$ cat config.mk
export PLATFORM = sky130hd
export DESIGN_NAME = pipeline_hazard_ctrl
export DESIGN_NICKNAME = d
export VERILOG_FILES = /design/src/rtl/hazard_pkg.sv /design/src/rtl/hazard_scoreboard.sv /design/src/rtl/pipeline_hazard_ctrl.sv
export SDC_FILE = /design/constraint.sdc
export NUM_CORES = 1
export LEC_CHECK = 0
export CORE_MARGIN = 1
export CORE_UTILIZATION = 51
export CTS_CLUSTER_DIAMETER = 50
export DETAILED_ROUTE_END_ITERATION = 16
export HOLD_SLACK_MARGIN = 0.08
export MAX_ROUTING_LAYER = met4
export PLACE_DENSITY = 0.79
export SETUP_SLACK_MARGIN = 0.4
export SYNTH_ARGS = -nofsm -noshare
export SYNTH_HDL_FRONTEND = slang
export SYNTH_SLANG_ARGS = --single-unit
$ cat constraint.sdc
create_clock -name clk_i -period 2.5 [get_ports clk_i]
set_input_delay 0.5 -clock clk_i [delete_from_list [all_inputs] [get_ports clk_i]]
set_output_delay 0.5 -clock clk_i [all_outputs]
set_load 0.01 [all_outputs]
$ cat src/rtl/hazard_pkg.sv
// +-----------------------------------------------------------------------+
// | hazard_pkg: shared types and constants for the pipeline hazard unit   |
// | Rev 1.0                                                               |
// +-----------------------------------------------------------------------+
`default_nettype none

package hazard_pkg;

   localparam int HZ_ADDR_W = 4;

   typedef enum logic [1:0] {
      ST_RUN      = 2'd0,
      ST_MEM_WAIT = 2'd1,
      ST_FLUSH    = 2'd2
   } state_e;

   localparam logic [1:0] FWD_REG = 2'b00;
   localparam logic [1:0] FWD_MEM = 2'b01;
   localparam logic [1:0] FWD_WB  = 2'b10;

   typedef struct packed {
      logic                 valid;
      logic [HZ_ADDR_W-1:0] waddr;
      logic                 wen;
      logic                 is_load;
      logic [HZ_ADDR_W-1:0] rs;
      logic [HZ_ADDR_W-1:0] rt;
      logic                 rs_used;
      logic                 rt_used;
   } slot_t;

   // A load still in MEM has no data yet, so only WB may supply it.
   function automatic logic [1:0] fwd_sel(input logic used,
                                          input logic [HZ_ADDR_W-1:0] addr,
                                          input slot_t mem,
                                          input slot_t wb);
      logic [1:0] sel;
      sel = FWD_REG;
      if (used && (addr != '0)) begin
         if (mem.valid && mem.wen && !mem.is_load && (mem.waddr == addr))
            sel = FWD_MEM;
         else if (wb.valid && wb.wen && (wb.waddr == addr))
            sel = FWD_WB;
      end
      return sel;
   endfunction

endpackage

`default_nettype wire

$ cat src/rtl/hazard_scoreboard.sv
// +-----------------------------------------------------------------------+
// | hazard_scoreboard: EXE/MEM/WB shadow slots, load-use and forwarding   |
// | Rev 1.0                                                               |
// +-----------------------------------------------------------------------+
`default_nettype none

module hazard_scoreboard
   import hazard_pkg::*;
(
   input  logic       clk_i,
   input  logic       rst_ni,
   input  logic       advance_i,
   input  logic       load_i,
   input  slot_t      id_slot_i,
   output logic       lu_hazard_o,
   output logic [1:0] fwd_a_o,
   output logic [1:0] fwd_b_o
);

   slot_t exe_q;
   slot_t mem_q;
   slot_t wb_q;

   always_ff @(posedge clk_i or negedge rst_ni) begin
      if (!rst_ni) begin
         exe_q <= '0;
         mem_q <= '0;
         wb_q  <= '0;
      end else if (advance_i) begin
         wb_q  <= mem_q;
         mem_q <= exe_q;
         exe_q <= load_i ? id_slot_i : '0;
      end
   end

   assign lu_hazard_o = exe_q.valid & exe_q.is_load & exe_q.wen &
                        (exe_q.waddr != '0) & id_slot_i.valid &
                        ((id_slot_i.rs_used & (id_slot_i.rs == exe_q.waddr)) |
                         (id_slot_i.rt_used & (id_slot_i.rt == exe_q.waddr)));

   assign fwd_a_o = fwd_sel(exe_q.rs_used, exe_q.rs, mem_q, wb_q);
   assign fwd_b_o = fwd_sel(exe_q.rt_used, exe_q.rt, mem_q, wb_q);

endmodule

`default_nettype wire

$ cat src/rtl/pipeline_hazard_ctrl.sv
// +-----------------------------------------------------------------------+
// | pipeline_hazard_ctrl: stall/flush/freeze sequencing for 5-stage pipe  |
// | Rev 1.0                                                               |
// +-----------------------------------------------------------------------+
`default_nettype none

module pipeline_hazard_ctrl
   import hazard_pkg::*;
#(
   parameter int ADDR_W       = 4,
   parameter int FLUSH_CYCLES = 1,
   parameter int CNT_W        = 16
)(
   input  logic              clk_i,
   input  logic              rst_ni,
   input  logic              id_valid_i,
   input  logic [ADDR_W-1:0] id_rs_i,
   input  logic [ADDR_W-1:0] id_rt_i,
   input  logic              id_rs_used_i,
   input  logic              id_rt_used_i,
   input  logic [ADDR_W-1:0] id_waddr_i,
   input  logic              id_wen_i,
   input  logic              id_is_load_i,
   input  logic              branch_taken_exe_i,
   input  logic              dmem_req_i,
   input  logic              dmem_ready_i,
   output logic              pc_en_o,
   output logic              if_id_en_o,
   output logic              id_exe_en_o,
   output logic              exe_mem_en_o,
   output logic              mem_wb_en_o,
   output logic              flush_if_id_o,
   output logic              flush_id_exe_o,
   output logic [1:0]        fwd_a_o,
   output logic [1:0]        fwd_b_o,
   output logic [CNT_W-1:0]  stall_cnt_o
);

   state_e           state_q, state_d;
   state_e           ret_q, ret_d;
   logic [1:0]       fcnt_q, fcnt_d;
   logic [CNT_W-1:0] stall_q;

   state_e eff_state;
   logic   frozen;
   logic   flushing;
   logic   lu_hazard;
   slot_t  id_slot;

   assign id_slot = '{valid:   id_valid_i,
                      waddr:   id_waddr_i,
                      wen:     id_wen_i,
                      is_load: id_is_load_i,
                      rs:      id_rs_i,
                      rt:      id_rt_i,
                      rs_used: id_rs_used_i,
                      rt_used: id_rt_used_i};

   // The cycle dmem_ready rises is already unfrozen and behaves as the saved state.
   assign eff_state = (state_q == ST_MEM_WAIT) ? ret_q : state_q;
   assign frozen    = dmem_req_i & ~dmem_ready_i;

   always_comb begin
      state_d  = state_q;
      ret_d    = ret_q;
      fcnt_d   = fcnt_q;
      flushing = 1'b0;
      if (frozen) begin
         if (state_q != ST_MEM_WAIT)
            ret_d = state_q;
         state_d = ST_MEM_WAIT;
      end else if (branch_taken_exe_i) begin
         flushing = 1'b1;
         if (FLUSH_CYCLES > 1) begin
            state_d = ST_FLUSH;
            fcnt_d  = 2'(FLUSH_CYCLES - 1);
         end else begin
            state_d = ST_RUN;
            fcnt_d  = 2'd0;
         end
      end else if (eff_state == ST_FLUSH) begin
         flushing = 1'b1;
         if (fcnt_q <= 2'd1) begin
            state_d = ST_RUN;
            fcnt_d  = 2'd0;
         end else begin
            state_d = ST_FLUSH;
            fcnt_d  = fcnt_q - 2'd1;
         end
      end else begin
         state_d = ST_RUN;
      end
   end

   always_comb begin
      pc_en_o        = 1'b1;
      if_id_en_o     = 1'b1;
      id_exe_en_o    = 1'b1;
      exe_mem_en_o   = 1'b1;
      mem_wb_en_o    = 1'b1;
      flush_if_id_o  = 1'b0;
      flush_id_exe_o = 1'b0;
      if (!rst_ni) begin
         pc_en_o        = 1'b0;
         if_id_en_o     = 1'b0;
         id_exe_en_o    = 1'b0;
         exe_mem_en_o   = 1'b0;
         mem_wb_en_o    = 1'b0;
         flush_if_id_o  = 1'b1;
         flush_id_exe_o = 1'b1;
      end else if (frozen) begin
         pc_en_o      = 1'b0;
         if_id_en_o   = 1'b0;
         id_exe_en_o  = 1'b0;
         exe_mem_en_o = 1'b0;
         mem_wb_en_o  = 1'b0;
      end else if (flushing) begin
         flush_if_id_o  = 1'b1;
         flush_id_exe_o = 1'b1;
      end else if (lu_hazard) begin
         pc_en_o        = 1'b0;
         if_id_en_o     = 1'b0;
         flush_id_exe_o = 1'b1;
      end
   end

   always_ff @(posedge clk_i or negedge rst_ni) begin
      if (!rst_ni) begin
         state_q <= ST_RUN;
         ret_q   <= ST_RUN;
         fcnt_q  <= 2'd0;
         stall_q <= '0;
      end else begin
         state_q <= state_d;
         ret_q   <= ret_d;
         fcnt_q  <= fcnt_d;
         if (!pc_en_o && (stall_q != '1))
            stall_q <= stall_q + {{(CNT_W-1){1'b0}}, 1'b1};
      end
   end

   assign stall_cnt_o = stall_q;

   hazard_scoreboard u_scoreboard (
      .clk_i       (clk_i),
      .rst_ni      (rst_ni),
      .advance_i   (~frozen),
      .load_i      (id_exe_en_o & ~flush_id_exe_o),
      .id_slot_i   (id_slot),
      .lu_hazard_o (lu_hazard),
      .fwd_a_o     (fwd_a_o),
      .fwd_b_o     (fwd_b_o)
   );

endmodule

`default_nettype wire

==> out/results.ini, run 1 <==
[timing]
period_minus_slack_ns=2.27
slew_violations=0
max_clock_freq_mhz=441
fin_skew_ns=0.00886
setup_tns_ns=0
final_hold_viol_count=0
max-slew-margin-rel_pct=62.6
worst_pin_slew_ns=0.560
fin_crit_sh_pct=90.7
rsz0062_at_grt=yes
setup_viol=0

[clock_tree]
clk_path_buf_depth=2
insertion_delay_ns=0.31
htree_levels=2
numCtsBuffers=5
cts_tree=done
cts.sinks=52
cts_hold_buf=0
clk_pin_slew_ns=0.09
cts_root_buf=clkbuf_8

[worst_setup_path]
critPathMaxStageDelay_ns=0.26
crit_buf_inv=3
worst-path-stages=8
crit_type=input port to output pin
critical_path_peak_fanout=2
rr_startpoint=u_scoreboard.exe_q[15]
cp_data_required_time_ns=2.00
cp-start-kind=input port
r2r_cells=10
arrival_ns=1.77
critPathTopFamily=simple AND/OR/NAND/NOR gates
endpoint_kind=output pin
crit_chain=dlygate4sd2_1, xor2_1, nor3_1, nand3_1, a21o_4, nand2_4, inv_4, buf_6
r2r_slack_ns=0.28
reg2reg_to=stall_cnt_o[9]
slowest_stage=dlygate4sd2_1

[placement]
gp_routability_congestion=0.786
hpwl_um=4050
io_buffer_count=48
placed_cells=366

[yosys]
syn-num-nets=271
yosys-top-cells-area=dfrtp_1, xnor2_1, nand2_1, a22o_1, xor2_1
netlist_area_um2=2510
yosysWarnings=0
avgSynthCellArea_um2=10.1
yosys.cell_types.count=41
synth.top_cell.area_share_pct=51.8
synth-seq-cells=52
seq_area_frac_synth_pct=51.8
yosysTopAreaCell=dfrtp_1
syn_inst=248

[finish]
syn2layout_area_growth_pct=41.0
nets=348
fin_cells=393
drive_above_1_share_pct=31.3
antenna_cells=0
fillers=335

[floorplan]
ios=49
die_w_um=72.2
rows=25
core-area_um2=4720
die_h_um=72.2
dieArea_um2=5210
start_util_pct=53.2

[global_route]
grt_pass1_vias=2074
grt_usage_pct=25.0
gr-total-overflow=0
grt_antenna_before_repair=0
grt_max_degree=35
grt_pass1_wl_um=9700

[pwr]
seqPwrFrac_pct=51.0
irDropWorstVdd_uv=587
p_int_mw=1.46
p_sw_share_pct=30.9
p_comb_share_pct=26.4
clockPowerShare_pct=22.6
p_leak_nw=1.67
p_sw_uw=652
power_density_nw_per_um2=596

[detailed_routing]
drc=0
drtPass1Iterations=4
routedWlPerCell_um=15.8
routed_wl_um=6220
ant_nets=0
post_drt_via_cell_ratio=5.40
drt_iter0_drc=118
vias=2123

[min_path]
worstHoldPathType=input port to async pin

[outcome]
status=finished clean

[job]
cap_viol_max_count=0

-- area by class of cell --
class / instances / area, um^2 / share of cell area, %
Tap cell: 67 / 83.8 / 2.36
Timing Repair Buffer: 83 / 727 / 20.5
Inverter: 3 / 13.8 / 0.388
Sequential cell: 52 / 1320 / 37.1
Clock buffer: 6 / 72.6 / 2.05
Multi-Input combinational cell: 180 / 1320 / 37.1
Clock inverter: 2 / 16.3 / 0.459
-- flip-flops by register name, summed over array words and instances (netlist names) --
signal / count
u_scoreboard.wb_q: 6
u_scoreboard.mem_q: 7
ret_q: 2
stall_cnt_o: 16
state_q: 2
u_scoreboard.exe_q: 17
fcnt_q: 2
-- Yosys cell counts, drive strengths merged --
library cell,number
nor3,6
o41ai,2
clkinv,1
nor4b,1
a31oi,1
xnor2,26
nand2,51
nor2,11
and2,4
o21a,1
nand4,4
and4,3
nand3,15
inv,2
ha,1
a41o,1
or2,1
nand2b,1
clkbuf,5
mux2,2
dfrtp,52
nor4,2
a21o,1
o21ai,4
and3,4
a22o,17
a21boi,1
nor4bb,1
nor2b,2
xor2,10
a21oi,7
buf,8
-- power groups by stage --
stage | Sequential [mW] | Clock [mW] | Combinational, mW
finish | 1.08 | 0.478 | 0.558
global route | 1.09 | 0.518 | 0.603
CTS | 1.07 | 0.486 | 0.516
detailed placement | 1.07 | 0 | 0.486
global placement | 1.07 | 0 | 0.472
floorplan | 1.08 | 0 | 0.213
-- metrics by stage --
step	setup WS [ns]	hold slack, ns	instance area, um^2	power, mW	utilization [%]
3_5_place_dp	-0.368	0.462	3120	1.56	66.0
3_3_place_gp	-0.351	0.458	3120	1.54	66.0
5_1_grt	0.175	0.274	3540	2.21	75.0
2_1_floorplan	0.425	0.204	2510	1.29	-
4_1_cts	0.196	0.261	3410	2.07	72.1
6_report	0.232	0.257	3540	2.11	75.0
-- placed cells by master (no fill, tap or decap), types with 2 or more instances in the layout --
master and count:
nor2_1 10, o21ai_0 2, buf_6 10, dlymetal6s2s_1 4, dlygate4sd2_1 7, xor2_1 10
nor4_1 2, and4_1 2, xnor2_2 5, nand3_1 9, clkbuf_2 4, nand2_1 47
o41ai_4 2, and3_1 3, clkdlybuf4s50_1 25, dfrtp_2 12, nand4_1 4, o21ai_1 2
nor3_1 3, dfrtp_1 40, buf_4 27, clkbuf_8 5, a21oi_1 6, nand2_2 2
nor3_2 3, a22o_1 16, buf_2 6, and2_4 2, xnor2_1 21, nand3_2 6
nand2_4 2
-- per-layer routing --
| layer | global-route usage (%) | vias to the layer above | part of all wire (%) |
|---|---|---|---|
| met1 | 31.0 | 1051 | 41 |
| met2 | 42.1 | 58 | 53 |
| met4 | 6.32 | 0 | 0.85 |
| li1 | - | 1008 | - |
| met3 | 4.86 | 6 | 4.8 |
| met5 | - | - | 0 |
-- worst register-to-register path, delay by kind of cell, from the launching register on --
kind | cells | cell delay [ns]
simple gates | 3 | 0.47
buf+inv | 3 | 0.40
compound gates | 2 | 0.48
xor+xnor | 2 | 0.31
flops | 1 | 0.46
-- worst max-delay path by stage --
stage	startpoint	end	slack [ns]
after floorplan	stall_cnt_o[0]	stall_cnt_o[14]	0.43
after global placement	id_rt_i[1]	flush_id_exe_o	-0.35
after detailed placement	id_rt_i[1]	flush_id_exe_o	-0.37
after CTS	state_q[1]	if_id_en_o	0.20
after global routing	state_q[1]	stall_cnt_o[9]	0.18
final	id_rt_i[3]	if_id_en_o	0.23
-- logic make-up after synthesis --
group | Yosys count | share of synthesized area [%]
adder cells (fa/ha/maj) | 1 | 0.498
XOR/XNOR | 36 | 12.5
buffers and inverters | 16 | 3.38
AO/OA/AOI/OAI | 35 | 10.9
AND/OR/NAND/NOR | 106 | 20.0
multiplexers | 2 | 0.896
flip-flops | 52 | 51.8
-- what timing repair did --
item / in CTS / in global routing
endpoints found under the setup margin: 40 / 44
setup buffers: 10 / 9
gates resized for setup: 79 / 35
pin swaps: 20 / 16
Power figures use the tool's default switching activity.
==> run 2: changes to the inputs <==
CAP_MARGIN = 20   (was unset)
CTS_CLUSTER_DIAMETER = 200   (was 50)
==> results of run 2 <==
Same layout as run 1: the final DEF is identical, and so are final timing and power.
